## config.mk

```make
export PLATFORM = sky130hd
export DESIGN_NAME = branch_target_predictor_flat
export DESIGN_NICKNAME = d
export VERILOG_FILES = /design/src/rtl/branch_target_predictor_if.sv /design/src/rtl/branch_target_predictor.sv /design/src/flat_wrapper.sv
export SDC_FILE = /design/constraint.sdc
export NUM_CORES = 2
export LEC_CHECK = 0
export ABC_AREA = 0
export CORE_MARGIN = 1
export CORE_UTILIZATION = 55
export DETAILED_ROUTE_END_ITERATION = 8
export HOLD_SLACK_MARGIN = 0.1
export PLACE_DENSITY = 0.74
export SLEW_MARGIN = 20
export SYNTH_ARGS = -nofsm -noshare
export SYNTH_HDL_FRONTEND = slang
export SYNTH_SLANG_ARGS = --single-unit
```

## constraint.sdc

```tcl
create_clock -name clk -period 47.4 [get_ports clk]
set_input_delay 7.11 -clock clk [delete_from_list [all_inputs] [get_ports clk]]
set_output_delay 7.11 -clock clk [all_outputs]
set_load 0.05 [all_outputs]
```

## src/rtl/branch_target_predictor_if.sv

```systemverilog
// branch_target_predictor_if: fetch lookup, resolved-branch update and stat bundle
//   master: drives if_pc, upd_valid, upd_pc, upd_taken, upd_target, upd_mispredict
//   slave : drives pred_taken, pred_target, stat_branches, stat_mispredicts
interface branch_target_predictor_if #(
   parameter int XLEN   = 64,
   parameter int STAT_W = 32
);
   logic [XLEN-1:0]   if_pc;
   logic              pred_taken;
   logic [XLEN-1:0]   pred_target;
   logic              upd_valid;
   logic [XLEN-1:0]   upd_pc;
   logic              upd_taken;
   logic [XLEN-1:0]   upd_target;
   logic              upd_mispredict;
   logic [STAT_W-1:0] stat_branches;
   logic [STAT_W-1:0] stat_mispredicts;
   modport master (
      output if_pc, upd_valid, upd_pc, upd_taken, upd_target, upd_mispredict,
      input  pred_taken, pred_target, stat_branches, stat_mispredicts
   );
   modport slave (
      input  if_pc, upd_valid, upd_pc, upd_taken, upd_target, upd_mispredict,
      output pred_taken, pred_target, stat_branches, stat_mispredicts
   );
endinterface

```

## src/rtl/branch_target_predictor.sv

```systemverilog
// branch_target_predictor: direct-mapped BTB with saturating direction counters
//   clk   : rising-edge clock
//   reset : asynchronous active-high reset
//   bus   : slave side of branch_target_predictor_if
//           lookup  if_pc -> pred_taken / pred_target (zero latency)
//           update  upd_valid, upd_pc, upd_taken, upd_target, upd_mispredict
//           stats   stat_branches, stat_mispredicts (saturating)
module branch_target_predictor #(
   parameter int XLEN     = 64,
   parameter int ENTRIES  = 16,
   parameter int TAG_W    = 8,
   parameter int CTR_BITS = 2,
   parameter int STAT_W   = 32
) (
   input logic clk,
   input logic reset,
   branch_target_predictor_if.slave bus
);
   localparam int IDX_W = $clog2(ENTRIES);
   localparam logic [CTR_BITS-1:0] CTR_WNT = CTR_BITS'((1 << (CTR_BITS - 1)) - 1);
   localparam logic [CTR_BITS-1:0] CTR_WT  = CTR_BITS'(1 << (CTR_BITS - 1));
   logic                valid  [ENTRIES];
   logic [TAG_W-1:0]    tag_q  [ENTRIES];
   logic [XLEN-1:0]     target [ENTRIES];
   logic [CTR_BITS-1:0] ctr    [ENTRIES];
   logic [STAT_W-1:0]   stat_b, stat_m;
   logic [IDX_W-1:0]    l_idx, u_idx;
   logic [TAG_W-1:0]    l_tag, u_tag;
   logic                l_hit, u_hit, l_taken;
   logic [CTR_BITS-1:0] u_ctr;
   assign l_idx   = bus.if_pc[IDX_W+1:2];
   assign l_tag   = bus.if_pc[IDX_W+TAG_W+1:IDX_W+2];
   assign l_hit   = valid[l_idx] && (tag_q[l_idx] == l_tag);
   assign l_taken = l_hit && ctr[l_idx][CTR_BITS-1];
   // Lookup reads registered state only, so a same-cycle update is not bypassed.
   assign bus.pred_taken       = l_taken;
   assign bus.pred_target      = l_taken ? target[l_idx] : bus.if_pc + XLEN'(4);
   assign bus.stat_branches    = stat_b;
   assign bus.stat_mispredicts = stat_m;
   assign u_idx = bus.upd_pc[IDX_W+1:2];
   assign u_tag = bus.upd_pc[IDX_W+TAG_W+1:IDX_W+2];
   assign u_hit = valid[u_idx] && (tag_q[u_idx] == u_tag);
   assign u_ctr = ctr[u_idx];
   always_ff @(posedge clk or posedge reset) begin
      if (reset) begin
         for (int i = 0; i < ENTRIES; i++) begin
            valid[i]  <= 1'b0;
            tag_q[i]  <= '0;
            target[i] <= '0;
            ctr[i]    <= CTR_WNT;
         end
         stat_b <= '0;
         stat_m <= '0;
      end else if (bus.upd_valid) begin
         stat_b <= stat_b + STAT_W'(!(&stat_b));
         stat_m <= stat_m + STAT_W'(bus.upd_mispredict && !(&stat_m));
         if (u_hit) begin
            ctr[u_idx] <= bus.upd_taken ? u_ctr + CTR_BITS'(!(&u_ctr)) : u_ctr - CTR_BITS'(|u_ctr);
            if (bus.upd_taken) target[u_idx] <= bus.upd_target;
         end else if (bus.upd_taken) begin
            // Allocation overwrites whatever entry aliases onto this index.
            valid[u_idx]  <= 1'b1;
            tag_q[u_idx]  <= u_tag;
            target[u_idx] <= bus.upd_target;
            ctr[u_idx]    <= CTR_WT;
         end
      end
   end
endmodule

```

## src/flat_wrapper.sv

```systemverilog
// flat-port wrapper written by rule: the top's interface ports become plain ports
module branch_target_predictor_flat 
#(
   parameter int XLEN     = 64,
   parameter int ENTRIES  = 16,
   parameter int TAG_W    = 8,
   parameter int CTR_BITS = 2,
   parameter int STAT_W   = 32
)
  (clk, reset, bus_if_pc, bus_upd_valid, bus_upd_pc, bus_upd_taken, bus_upd_target, bus_upd_mispredict, bus_pred_taken, bus_pred_target, bus_stat_branches, bus_stat_mispredicts);
  branch_target_predictor_if #(.XLEN(XLEN), .STAT_W(STAT_W)) bus_i ();
  input logic clk;
  input logic reset;
  input wire logic [$bits(bus_i.if_pc)-1:0] bus_if_pc;
  input wire logic [$bits(bus_i.upd_valid)-1:0] bus_upd_valid;
  input wire logic [$bits(bus_i.upd_pc)-1:0] bus_upd_pc;
  input wire logic [$bits(bus_i.upd_taken)-1:0] bus_upd_taken;
  input wire logic [$bits(bus_i.upd_target)-1:0] bus_upd_target;
  input wire logic [$bits(bus_i.upd_mispredict)-1:0] bus_upd_mispredict;
  output wire logic [$bits(bus_i.pred_taken)-1:0] bus_pred_taken;
  output wire logic [$bits(bus_i.pred_target)-1:0] bus_pred_target;
  output wire logic [$bits(bus_i.stat_branches)-1:0] bus_stat_branches;
  output wire logic [$bits(bus_i.stat_mispredicts)-1:0] bus_stat_mispredicts;
  assign bus_i.if_pc = bus_if_pc;
  assign bus_i.upd_valid = bus_upd_valid;
  assign bus_i.upd_pc = bus_upd_pc;
  assign bus_i.upd_taken = bus_upd_taken;
  assign bus_i.upd_target = bus_upd_target;
  assign bus_i.upd_mispredict = bus_upd_mispredict;
  assign bus_pred_taken = bus_i.pred_taken;
  assign bus_pred_target = bus_i.pred_target;
  assign bus_stat_branches = bus_i.stat_branches;
  assign bus_stat_mispredicts = bus_i.stat_mispredicts;
  branch_target_predictor #(.XLEN(XLEN), .ENTRIES(ENTRIES), .TAG_W(TAG_W), .CTR_BITS(CTR_BITS), .STAT_W(STAT_W)) u_core (.clk(clk), .reset(reset), .bus(bus_i));
endmodule
```

=== Word level (Yosys, flattened, before mapping) ===
Cells that the tools add are included.

* Latch bits: 0
* Flip-flop bits (word level): 1264
* Bits in writable memories: 0
* Bits of input ports: 197
* ROM bits: 0
* Memories: 0
* Word-level logic and storage cells: 135

* Bitwise logic cells: 7
* Add/sub/neg operators: 5
* Reductions and logical operators: 16
* Shifts and indexed selects: 0
* Order comparisons: 3
* Div/mod/pow operators: 0
* Multiply operators: 0
* Muxes and demuxes: 36
* Equality and inequality tests: 2

{| class="wikitable"
|+ Operator list
! kind !! number
|-
| 1024-bit bitwise mux || 1
|-
| 64-bit binary-select mux with 4-bit select || 1
|-
| 64-bit demux with 4-bit select || 1
|-
| 64-bit two-way mux || 4
|-
| 128-bit bitwise mux || 1
|-
| 32-bit by 1-bit adder with 32-bit output || 2
|-
| 64-bit by 3-bit adder with 64-bit output, second input constant || 1
|-
| 8-bit binary-select mux with 4-bit select || 2
|-
| 32-bit two-way mux || 2
|-
| 32-bit AND reduction || 2
|-
| 8-bit two-way mux || 5
|-
| 32-bit bitwise mux || 1
|-
| 8-bit demux with 4-bit select || 1
|-
| 16-bit bitwise OR || 2
|-
| 16-bit bitwise AND || 1
|-
| 2-bit binary-select mux with 4-bit select || 2
|-
| 8-bit equality test || 2
|-
| 16-bit inverter || 1
|-
| 2-bit two-way mux || 6
|-
| 5-bit greater-or-equal comparator, second input constant || 2
|-
| 4-bit inverter with 5-bit output || 2
|-
| 1-bit binary-select mux with 4-bit select || 2
|-
| 2-bit demux with 4-bit select || 1
|-
| 2-bit AND reduction || 3
|-
| 11 further kinds || 21
|}

=== Logic depth before layout (Yosys ltp) ===
* Word-level depth: 10
* Gate-level depth with buffers: 14

=== Worst setup path before layout ===
OpenSTA, ideal clock, no wires.

* Kind: in2out
* Start: input bus_if_pc[3]
* End: output bus_pred_target[2]
* Arrival time: 9975 ps
* Path slack: 30315 ps
* Buffers on the path: 4
* Stages on the path: 11
* Cell sequence: buf_2 buf_6 buf_2 mux4_2 mux2i_1 a21oi_1 xnor2_1 nand2_1 or4_1 clkbuf_1 mux2i_1

* Word-level cells in the longest chain between the ends: 8
* Elaborated cells between the ends (all ways): 17

{| class="wikitable"
|+ Ends and longest elaborated chain
! element !! line !! text
|-
| start: declaration || flat_wrapper.sv:14 || <nowiki>input wire logic [$bits(bus_i.if_pc)-1:0] bus_if_pc;</nowiki>
|-
| 4-bit inverter with 5-bit output (not written as such) (*) || branch_target_predictor.sv:33, branch_target_predictor.sv:34, branch_target_predictor.sv:37 ||
|-
| 8-bit binary-select mux with 4-bit select || branch_target_predictor.sv:33 || <nowiki>assign l_hit = valid[l_idx] && (tag_q[l_idx] == l_tag);</nowiki>
|-
| 8-bit two-way mux (not written as such) (2 in series) || branch_target_predictor.sv:33 ||
|-
| 8-bit equality test || branch_target_predictor.sv:33 ||
|-
| 1-bit logical AND || branch_target_predictor.sv:33 ||
|-
| 1-bit logical AND || branch_target_predictor.sv:34 || <nowiki>assign l_taken = l_hit && ctr[l_idx][CTR_BITS-1];</nowiki>
|-
| 64-bit two-way mux (*) || branch_target_predictor.sv:37 || <nowiki>assign bus.pred_target = l_taken ? target[l_idx] : bus.if_pc + XLEN'(4);</nowiki>
|-
| end: declaration || flat_wrapper.sv:21 || <nowiki>output wire logic [$bits(bus_i.pred_target)-1:0] bus_pred_target;</nowiki>
|}

Mark *: on every way between the ends. The rest lies on a longest branch, timed or not. The select of a mux whose other input is x is not followed.

=== Final worst setup path ===
* Start: input bus_if_pc[4]
* End: output bus_pred_target[59]

* Word-level cells in the longest chain between the ends: 8
* Elaborated cells between the ends (all ways): 18

{| class="wikitable"
|+ Ends and longest elaborated chain
! element !! line
|-
| parallel branches: the longest is 7 deep, another holds 64-bit by 3-bit adder with 64-bit output || --
|-
| 64-bit two-way mux (*) || branch_target_predictor.sv:37
|}

Every way passes the cells marked *. The select of a mux whose other input is x is not followed.

==> impl_metrics.json <==
{
  "ys_seq_area_frac": 0.5268,
  "via_count": 34710,
  "dieArea_mm2": 0.1106,
  "hold_violations": 0,
  "hp-class": "flip-flop to flip-flop",
  "grt_use_total": 0.2723,
  "synth_edf_count": 0,
  "ys.flop_type": "dfrtp_1",
  "synth-seq-cells": 1264,
  "gp_congestion": 0.7880,
  "layout.nets": 4224,
  "synth_compound_area_frac": 0.01302,
  "dp_hpwl_um": 81810,
  "first_pass_iters": 5,
  "worstSetupPathType": "input pin to output port",
  "min_from": "u_core.ctr[10]",
  "htree_levels": 4,
  "startpoint": "bus_if_pc[4]",
  "viasPerCell": 6.273,
  "critPathArrivalTime_ns": 12.53,
  "avgSynthCellArea_um2": 15.52,
  "clkLatencyLatePin_ns": 0.75,
  "cts_root_buffer": "clkbuf_16",
  "drt_iter0_markers": 2679,
  "required_ns": 40.29,
  "synthAdderAreaFrac": 0.001250,
  "irDropWorstVdd_mv": 0.04129,
  "routed_wirelength_um": 146800,
  "reg2reg_to": "u_core.tag_q[12]",
  "initial_utilization": 0.5581,
  "drive_gt1_frac": 0.4665,
  "startpoint_type": "input pin",
  "fmax_mhz": 50.91,
  "tightest_slew_ns": 1.148,
  "cpMaxStageDelayCell": "buf_4",
  "rrSetupSlack_ns": 43.81,
  "r2r_cells": 8,
  "p_per_area_mw_per_mm2": 43.70,
  "status": "finished, final reports clean",
  "syn_nets": 4073,
  "endpoint_kind": "output port",
  "ios": 326,
  "placed_area_mm2": 0.06377,
  "cts.path.max_buffers": 3,
  "io_buffers": 273,
  "yosys-mux-area-fraction": 0.3816,
  "relSlewSlack": 0.2326,
  "ys_warn_count": 0,
  "power_leakage_nw": 29.79,
  "netlist_area_mm2": 0.06008,
  "min_path_cells": 2,
  "route.detailed.drc": 0,
  "synth_top_family_by_area": "multiplexers",
  "row_count": 120,
  "routedWlPerCell_um": 26.53,
  "crit_chain": "clkbuf_8, buf_4, mux4_2, nor2b_1, a211oi_1, a21oi_1, xnor2_1, nand2_1, or4_4, buf_4, mux2_2, clkdlybuf4s50_1",
  "path_common_cell": "buf_4",
  "antenna_left": 0,
  "synthXorXnorAreaFrac": 0.01953,
  "cts_tree": "built",
  "r2r_start": "u_core.valid[8]",
  "clkSinkCount": 1264,
  "grt_max_degree": 175,
  "path_clk_slew_ns": 0.06,
  "grt_pass1_vias": 36260,
  "endpoint": "bus_pred_target[59]",
  "cts-resized-gates": 0,
  "die_w_um": 332.5,
  "maxSlewViolCount": 0,
  "slowest_delay_ns": 0.89,
  "finalSetupTns_ns": 0,
  "area_delta_synth_final_pct": 13.84,
  "ys_types": 61,
  "drv_cap": 0,
  "fin_crit_sh": 0.4144,
  "design_area_mm2": 0.06840,
  "die_y_um": 332.5,
  "rsz0062_at_grt": "no",
  "finalSetupViolCount": 0,
  "antenna_found_initial": 18,
  "core_area_mm2": 0.1077,
  "post_cts_buffers": 0,
  "finalClockSkew_ns": 0.02410,
  "cts_made_buffers": 136,
  "grt_pass1_wl_um": 227900,
  "grt-ovfl-total": 0,
  "synth-simple-area-share": 0.03236,
  "min_period_ns": 19.64,
  "syn_inst": 3870,
  "path_max_fanout": 58,
  "synthArstFlopShare": 1.000,
  "cts.hold.buffers_added": 0
}
-- routing by layer --
| layer | routed length (um) | global-route usage |
|---|---|---|
| met5 | 150 | 0 |
| met2 | 71310 | 0.4329 |
| met3 | 8138 | 0.05148 |
| met4 | 3822 | 0.09072 |
| met1 | 63390 | 0.3800 |
-- critical path: cells and delay by family --
family                 cells  cell delay (ns)
buffers and inverters      4             2.85
AND/OR/NAND/NOR            3             1.02
multiplexers               2             0.80
AO/OA/AOI/OAI              2             0.37
XOR/XNOR                   1             0.22
-- sequential cells by signal (all words and copies together) (netlist names) --
signal,flops
u_core.bus.stat_branches,32
u_core.bus.stat_mispredicts,32
u_core.ctr,32
u_core.tag_q,128
u_core.target,1024
u_core.valid,16
-- placed cells by master, fill, tap and decap left out, types with 21 or more instances in the layout --
cell             synthesis  layout
a22oi_1                 29      29
and3_1                  21      21
buf_4                    5      45
clkbuf_1               194      23
clkbuf_16                0     144
clkbuf_8                 0      37
clkdlybuf4s50_1          0     266
clkinv_2                 0      21
dfrtp_1               1248    1248
inv_1                   29      28
mux2_1                  35      35
mux2_2                1166    1166
mux2i_1                 43      43
mux4_2                 385     385
nand2_1                 75      70
nand3_1                 66      66
nand4_1                 29      29
nor2_1                  69      59
o21ai_0                 24      24
xnor2_1                 95      95
xor2_1                  39      39
-- Yosys cell counts (24+ instances only) --
cell	instances	area [um2]
nand3_1	66	330.3
xor2_1	39	341.6
mux2_2	1166	13130
clkbuf_1	194	728.2
mux2_1	35	394.1
o21ai_0	24	120.1
nand4_1	29	181.4
buf_2	87	435.4
mux2i_1	43	430.4
dfrtp_1	1248	31230
xnor2_1	95	832.1
inv_1	29	108.9
mux4_2	385	8671
nand2_1	75	281.5
a22oi_1	29	217.7
nor2_1	69	259.0
-- logic make-up after synthesis --
group,Yosys count
AOI/OAI and AO/OA,112
xor gates and xnor gates,134
adders and majority gates,6
buffers and inverters,342
DFF,1264
muxes,1649
and+or+nand+nor,363
-- where the power goes --
group,switching [mW],leakage [nW],internal (mW)
sequential,0.110,16.1,1.28
combinational,0.206,11.4,0.306
clock,0.437,2.29,0.649
total,0.753,29.8,2.24
-- per-stage QoR --
stage	instances	setup WS [ns]	hold WS, ns	power (mW)	utilization
3_5_place_dp	5286	27.68	0.4542	1.920	0.5923
4_1_cts	5527	27.67	0.4634	3.010	0.6351
6_report	5533	27.76	0.4617	2.989	0.6353
2_1_floorplan	3870	4.695	0.4376	1.784	-
3_3_place_gp	5284	27.66	0.4506	1.895	0.5918
5_1_grt	5533	27.46	0.4802	3.114	0.6353
-- area by class of cell --
type                       instances  area (um2)
tap                             1403        1755
timing repair buffer             326        3228
multi-input combinational       2264       27020
antenna                            6       15.01
sequential                      1264       31650
inverter                          29       116.4
fill                            7764       39260
clock buffer                     203        4185
clock inverter                    38       420.4
-- worst min path at each step --
stage	to	slack [ns]
2_1_floorplan	u_core.ctr[10]	0.44
3_3_place_gp	u_core.ctr[10]	0.45
3_5_place_dp	u_core.ctr[10]	0.45
4_1_cts	u_core.ctr[10]	0.46
5_1_grt	u_core.ctr[10]	0.48
6_report	u_core.ctr[10]	0.46
Power figures use the tool's default switching activity.
